===== src/rtl/doa_sequencer.sv =====
// Frame scheduler for the DOA chain: capture -> FFT -> detect -> beam search.
// Optional `DOA_AVG_EN: doa_out is the running average of the last 4 results.
module doa_sequencer #(
  parameter int TIMEOUT_CYC = 2000000,
  parameter int HOLDOFF_CYC = 50000
) (
  input  logic              clk,
  input  logic              reset,
  input  logic              run,
  input  logic              single,
  input  logic              clr_err,
  input  logic              frame_ready,
  output logic              frame_ack,
  output logic              fft_start,
  input  logic [3:0]        fft_done,
  output logic              detect_start,
  input  logic              detectdone,
  input  logic              wb_done,
  input  logic signed [7:0] doa_in,
  input  logic [5:0]        bnum_in,
  output logic signed [7:0] doa_out,
  output logic [5:0]        bnum_out,
  output logic              doa_valid,
  output logic              busy,
  output logic              err,
  output logic [1:0]        err_stage,
  output logic [15:0]       frame_cnt
);

  localparam int TMAX =
    (TIMEOUT_CYC > HOLDOFF_CYC) ? TIMEOUT_CYC : HOLDOFF_CYC;
  localparam int TW = $clog2(TMAX + 1);

  localparam logic [2:0] S_IDLE = 3'd0;
  localparam logic [2:0] S_WAIT = 3'd1;
  localparam logic [2:0] S_FFT  = 3'd2;
  localparam logic [2:0] S_DET  = 3'd3;
  localparam logic [2:0] S_BEAM = 3'd4;
  localparam logic [2:0] S_HOLD = 3'd5;
  localparam logic [2:0] S_ERR  = 3'd6;

  logic [2:0]  state;
  logic        single_mode;
  logic [3:0]  fft_seen;
  logic [3:0]  fft_all;
  logic [TW-1:0] timer;
  logic        dd_q;
  logic        t_exp;
  logic        hold_end;
  logic        accept;
  logic [7:0]  doa_next;

  assign fft_all  = fft_seen | fft_done;
  assign t_exp    = (timer == TW'(TIMEOUT_CYC - 1));
  assign hold_end = (timer == TW'(HOLDOFF_CYC - 1));
  assign accept   = (state == S_BEAM) && wb_done;
  assign busy     = !((state == S_IDLE) || (state == S_ERR));
  assign err      = (state == S_ERR);

`ifdef DOA_AVG_EN
  logic [7:0] h0, h1, h2;
  logic [1:0] hcnt;
  logic [9:0] sum;

  always_comb begin
    sum = {{2{doa_in[7]}}, doa_in}
        + {{2{h0[7]}}, h0}
        + {{2{h1[7]}}, h1}
        + {{2{h2[7]}}, h2};
    // sum[9:2] is an arithmetic shift, rounding toward -inf
    doa_next = (hcnt == 2'd3) ? sum[9:2] : doa_in;
  end

  always_ff @(posedge clk or negedge reset) begin
    if (!reset) begin
      h0   <= '0;
      h1   <= '0;
      h2   <= '0;
      hcnt <= '0;
    end else if (accept) begin
      h0 <= doa_in;
      h1 <= h0;
      h2 <= h1;
      if (hcnt != 2'd3) hcnt <= hcnt + 2'd1;
    end
  end
`else
  assign doa_next = doa_in;
`endif

  always_ff @(posedge clk or negedge reset) begin
    if (!reset) begin
      state        <= S_IDLE;
      single_mode  <= 1'b0;
      fft_seen     <= '0;
      timer        <= '0;
      dd_q         <= 1'b0;
      frame_ack    <= 1'b0;
      fft_start    <= 1'b0;
      detect_start <= 1'b0;
      doa_valid    <= 1'b0;
      doa_out      <= '0;
      bnum_out     <= '0;
      err_stage    <= '0;
      frame_cnt    <= '0;
    end else begin
      frame_ack    <= 1'b0;
      fft_start    <= 1'b0;
      detect_start <= 1'b0;
      doa_valid    <= 1'b0;
      dd_q         <= detectdone;
      case (state)
        S_IDLE: begin
          if (run || single) begin
            state       <= S_WAIT;
            single_mode <= !run;
          end
        end
        S_WAIT: begin
          if (frame_ready) begin
            frame_ack <= 1'b1;
            fft_start <= 1'b1;
            fft_seen  <= '0;
            timer     <= '0;
            state     <= S_FFT;
          end else if (!run && !single_mode) begin
            state <= S_IDLE;
          end
        end
        S_FFT: begin
          fft_seen <= fft_all;
          if (&fft_all) begin
            detect_start <= 1'b1;
            timer        <= '0;
            state        <= S_DET;
          end else if (t_exp) begin
            err_stage <= 2'd1;
            state     <= S_ERR;
          end else begin
            timer <= timer + TW'(1);
          end
        end
        S_DET: begin
          if (detectdone && !dd_q) begin
            timer <= '0;
            state <= S_BEAM;
          end else if (t_exp) begin
            err_stage <= 2'd2;
            state     <= S_ERR;
          end else begin
            timer <= timer + TW'(1);
          end
        end
        S_BEAM: begin
          if (wb_done) begin
            doa_out   <= doa_next;
            bnum_out  <= bnum_in;
            doa_valid <= 1'b1;
            frame_cnt <= frame_cnt + 16'd1;
            timer     <= '0;
            state     <= S_HOLD;
          end else if (t_exp) begin
            err_stage <= 2'd3;
            state     <= S_ERR;
          end else begin
            timer <= timer + TW'(1);
          end
        end
        S_HOLD: begin
          if (hold_end) begin
            state <= (run && !single_mode) ? S_WAIT : S_IDLE;
          end else begin
            timer <= timer + TW'(1);
          end
        end
        S_ERR: begin
          if (clr_err) begin
            err_stage <= '0;
            state     <= S_IDLE;
          end
        end
        default: state <= S_IDLE;
      endcase
    end
  end

endmodule


===== config.mk =====
export PLATFORM = sky130hd
export DESIGN_NAME = doa_sequencer
export DESIGN_NICKNAME = d
export VERILOG_FILES = /design/src/rtl/doa_sequencer.sv
export SDC_FILE = /design/constraint.sdc
export NUM_CORES = 1
export LEC_CHECK = 0
export BUFFER_PORTS_ARGS = -buffer_cell sky130_fd_sc_hd__buf_4
export CORE_MARGIN = 1.5
export CORE_UTILIZATION = 29
export CTS_CLUSTER_DIAMETER = 200
export CTS_CLUSTER_SIZE = 8
export DETAILED_ROUTE_END_ITERATION = 6
export PLACE_DENSITY_LB_ADDON = 0.1
export SYNTH_ARGS = -nofsm -noshare
export SYNTH_HDL_FRONTEND = slang
export SYNTH_SLANG_ARGS = --single-unit

===== constraint.sdc =====
create_clock -name clk -period 2.86 [get_ports clk]
set_input_delay 0 -clock clk [delete_from_list [all_inputs] [get_ports clk]]
set_output_delay 0 -clock clk [all_outputs]
set_load 0.01 [all_outputs]

; After elaboration in Yosys (flattened, before gate mapping)
; Index checks and enable logic that the tools add are counted.
[classes]
reduce_logical = 20
add_sub_neg = 2
n_mux = 34
n_eq_ne = 20
bitwise_logic = 1
[op_table]
columns = op, count
row1 = $mux 21, 6
row2 = $pmux 21 s5, 1
row3 = $mux 3, 9
row4 = $add 21x1->21 const B, 1
row5 = $eq 21x16->1 const B, 1
row6 = $eq 21x21->1 const B, 1
row7 = $pmux 3 s7, 1
row8 = $ne 2x2->1 const B, 10
row9 = $add 16x1->16 const B, 1
row10 = $mux 2, 7
row11 = $eq 3x3->1 const B, 3
row12 = $pmux 2 s4, 1
row13 = $pmux 4 s2, 1
row14 = $reduce_and 4->1, 2
row15 = $reduce_and 8->1, 1
row16 = $mux 1, 7
row17 = $eq 3x2->1 const B, 2
row18 = $reduce_and 2->1, 3
row19 = $reduce_bool 5->1, 1
row20 = $logic_not 1->1, 4
row21 = $mux 4, 1
row22 = $or 4x4->4, 1
row23 = $reduce_bool 4->1, 1
row24 = $eq 3x1->1 const B, 1
row25 = 7 further kinds, 10
[totals]
input_bits = 26
output_inout_bits = 38
reg_bits = 65

; Logic depth before layout (Yosys ltp)
[logic_depth]
ltp_word = 5
depth_mapped = 8

; Least setup slack after synthesis
; No wires, ideal clock.
[synth_path]
path_type = reg-to-reg
start = register state[1]
end = register timer[6]
setup_time_ns = 0.133
arrival_time_ns = 1.890
path_slack_ns = 0.837
stages_incl_launch_ff = 9
required_time_ns = 2.727
cell_sequence = dfrtp_1 -> clkbuf_1 -> nor2b_1 -> clkbuf_1 -> a311o_1 -> a21oi_1 -> a21oi_1 -> o31ai_1 -> o41ai_1
[synth_between]
elab_chain_cells = 3
[synth_lines]
columns = item, line
row1 = "start, declared", 42  ; logic [2:0] state;
row2 = "start signal, assigned", 171  ; state <= (run && !single_mode) ? S_WAIT : S_IDLE;
row3 = $eq 3x3->1 (tied with other cells), 112  ; case (state)
row4 = $reduce_bool 5->1 (no line) or $ne 2x2->1 (tied branches), -
row5 = $reduce_and 3->1 (no line), -
row6 = "end signal, assigned", 140  ; timer <= timer + TW'(1);
row7 = "end signal, assigned", 151  ; timer <= timer + TW'(1);
row8 = "end signal, assigned", 166  ; timer <= timer + TW'(1);
row9 = "end, declared", 46  ; logic [TW-1:0] timer;
; Several ways; a longest one is shown, not always the timed one.
; A chain may end at the register's enable or synchronous reset.

; Worst setup path after layout
[layout_path]
start = register timer[11]
end = register timer[5]
[layout_between]
elab_chain_cells = 4
[layout_lines]
columns = item, line
row1 = $eq 21x21->1, 54  ; assign t_exp = (timer == TW'(TIMEOUT_CYC - 1));
row2 = $mux 21, -
row3 = "$mux 21, on equally long branches", -
row4 = $pmux 21 s5, -
; Several ways; a longest one is shown, not always the timed one.

==> impl_metrics.py <==
metrics = {
    "yosys": {
        "ys.flop_type": "dfrtp_1",
        "ys_async_sr_fraction": 1.00,
        "synth_top_area_frac": 0.491,
        "syn_nets": 369,
        "synth-edff-count": 0,
        "yosys_warnings": 0,
        "syn_area_per_cell_sq_um": 9.72,
        "ys_types": 53,
        "synthAdderAreaFrac": 0.00755,
        "ys_seq_area_frac": 0.491,
        "syn_inst": 341,
        "synthSimpleGateAreaFrac": 0.192,
        "synth-compound-area-share": 0.168,
        "post_synth_main_area_contributors": "dfrtp_1 (49%), mux2_2 (5.8%), o21ai_0 (4.2%), a21oi_1 (4.1%), nand2_1 (3.4%)",
        "synth_area_leader_cell": "dfrtp_1",
        "netlist_area_sq_um": 3320,
        "synth_mux_area_frac": 0.0668,
        "synth_seq_cells": 65,
        "synth-xor-area-share": 0.0423,
        "synth_top_family_by_area": "simple AND/OR/NAND/NOR gates",
    },
    "worst_hold_path": {
        "hold_depth": 4,
        "hold_end": "state[1]",
        "hp-start": "clr_err",
        "min_path_type": "in -> reg",
    },
    "critical_path": {
        "r2r-end": "timer[5]",
        "criticalPathCategory": "reg -> reg",
        "crit_path_start_kind": "flop",
        "cp_data_arrival_time_ps": 2610,
        "crit_required_ps": 3100,
        "slowest_stage": "dfrtp_1",
        "cp_max_fo": 11,
        "r2r_setup_slack_ps": 490,
        "r2r_cells": 7,
        "endpoint_kind": "flop",
        "path_cells": "nor4_1, nand3b_1, nor4_4, buf_4, nor2b_2, o21ai_0, a22oi_1",
        "slowest_delay_ps": 440,
        "r2r-start": "timer[11]",
    },
    "power": {
        "p_per_area_nw_per_um2": 876,
        "p_leak_nw": 2.03,
        "peakVddDrop_mv": 0.386,
        "power.total_w": 0.00398,
    },
    "floorplan": {
        "design.core.area_sq_um": 11000,
        "start_util": 0.302,
        "die_w_um": 110,
        "die_area_sq_um": 12100,
        "die_height_um": 110,
        "rows": 38,
        "io_pins": 64,
    },
    "placed_design": {
        "dpl.cell_count": 540,
        "dp_hpwl_um": 5850,
        "port_buffers": 63,
        "gp_congestion": 0.803,
    },
    "routing": {
        "drc": 0,
        "vias_per_cell": 4.98,
        "vias": 2881,
        "wl_um": 8410,
        "firstDrtPassIters": 5,
        "drtAntennaViolNets": 0,
        "initialDrtViolationCount": 140,
        "detail_route.wl_per_cell_um": 14.6,
    },
    "sta": {
        "hold_slack_ps": 46.4,
        "report.final.slew_viol_count": 0,
        "finalCritPeriodShare": 0.828,
        "max_freq_mhz": 422,
        "slew_headroom": 0.439,
        "clock_skew_ps": 4.84,
        "final-setup-viol-count": 0,
        "rsz0062_at_grt": "no",
        "tightestPinTransition_ps": 841,
        "hold_violations": 0,
        "timing.setup.tns_ps": 0,
        "min_period_ps": 2370,
    },
    "final_layout": {
        "syn2layout_area_growth_pct": 37.0,
        "antennaDiodeCount": 0,
        "nets": 461,
        "post-route-util": 0.414,
        "drive_gt1_frac": 0.269,
        "finalNonFillerCells": 578,
    },
    "clocking": {
        "h-tree-depth": 3,
        "clockRootBuffer": "clkbuf_16",
        "clk_pin_slew_worst_paths_ps": 60,
        "post_cts.repair.setup_buffers": 0,
        "clk_path_buf_depth": 2,
        "clock_latency_ps": 330,
        "cts_buffers": 9,
        "cts.sinks": 65,
        "cts_tree": "yes",
    },
    "grt": {
        "grt_max_degree": 66,
        "grt_pass1_vias": 2731,
        "grt_pass1_wl_um": 13800,
        "overflow": 0,
        "grt_usage": 0.150,
        "antenna_found_initial": 0,
    },
    "flow_run": {
        "drv_cap": 0,
    },
    "run_status": {
        "status": "complete, no violations",
    },
}
==> where the power goes <==
part | internal, W | switching (W) | total, W
registers | 0.00111 | 0.000164 | 0.00128
logic | 0.000646 | 0.000786 | 0.00143
clock network | 0.000851 | 0.000420 | 0.00127
total | 0.00261 | 0.00137 | 0.00398
==> critical path, delay by kind of cell, from the launching register on <==
family	cells	cell delay, ps
simple gates	4	1290
flops	1	440
buf+inv	1	190
compound gates	2	360
==> worst max-delay path by stage <==
| stage | slack (ps) | to | depth (start not counted) | start |
|---|---|---|---|---|
| final | 490 | timer[5] | 7 | timer[11] |
| after global routing | 330 | timer[5] | 7 | timer[11] |
| after CTS | 500 | timer[5] | 7 | timer[17] |
| after detailed placement | 510 | timer[5] | 7 | timer[17] |
| after global placement | 580 | timer[5] | 7 | timer[17] |
| after floorplan | 840 | timer[6] | 8 | state[1] |
==> Yosys cell counts, types with 4 or more instances <==
| cell | count |
|---|---|
| dfrtp_1 | 65 |
| nand3_1 | 22 |
| o31ai_1 | 9 |
| nor2_1 | 22 |
| inv_1 | 10 |
| a21oi_1 | 27 |
| o21ai_0 | 28 |
| nor3_1 | 6 |
| o211ai_1 | 4 |
| mux2_2 | 17 |
| a31oi_1 | 6 |
| xor2_1 | 5 |
| and2_1 | 4 |
| clkbuf_1 | 11 |
| xnor2_1 | 11 |
| nand2_1 | 30 |
| nand4_1 | 7 |
| and3_1 | 6 |
==> final cells by class <==
cell class | instances | area [sq um]
multi-input cells | 251 | 1580
inverters | 10 | 37.5
flip-flops and latches | 65 | 1630
well taps | 140 | 175
clock buffers | 9 | 225
repair buffers | 96 | 776
fillers | 1104 | 6440
clock inverters | 7 | 119
==> registers in the layout, summed over array words and instances, names as in the netlist <==
name,flops
fft_start,1
err_stage,2
detect_start,1
state,3
timer,21
dd_q,1
bnum_out,6
frame_cnt,16
fft_seen,4
doa_out,8
doa_valid,1
single_mode,1
==> metal layers <==
metal | global-route usage | wire, um | up-vias
met5 | 0 | 0 | -
met4 | 0.0362 | 81 | 0
met3 | 0.0421 | 311 | 8
met2 | 0.248 | 4060 | 53
met1 | 0.193 | 3960 | 1388
li1 | - | - | 1432
==> repair_timing <==
action,in CTS,in global routing
hold buffers,22,0
gates resized for setup,0,0
hold endpoints to repair,86,0
==> logic make-up (layout without fill, tap and decap cells) <==
kind of cell	count (synthesis)	after routing
simple gates	121	121
compound gates	92	92
flops	65	65
buf+inv	25	122
mux	20	20
xor+xnor	16	16
fa+ha+maj	2	2
==> stage by stage <==
stage / instance area [sq um] / setup slack, ps
2_1_floorplan: 3320 / 837
3_3_place_gp: 3980 / 575
3_5_place_dp: 3980 / 514
4_1_cts: 4540 / 502
5_1_grt: 4540 / 331
6_report: 4540 / 492
==> layout by cell type (no fill, tap or decap), types with 3 or more instances in the layout <==
cell type	n
and3_1	6
buf_4	74
nand3_1	22
inv_1	10
a21oi_1	27
and2_1	4
xnor2_1	11
o211ai_1	4
mux2_2	17
nor2_1	22
o31ai_1	9
bufinv_16	3
dfrtp_1	65
mux2i_1	3
nand2_1	30
dlygate4sd3_1	22
xor2_1	5
or2_2	3
a31oi_1	6
o21ai_0	28
nand4_1	7
a41oi_1	3
nand3b_1	3
clkbuf_16	9
nor3_1	6
Power figures use the tool's default switching activity.
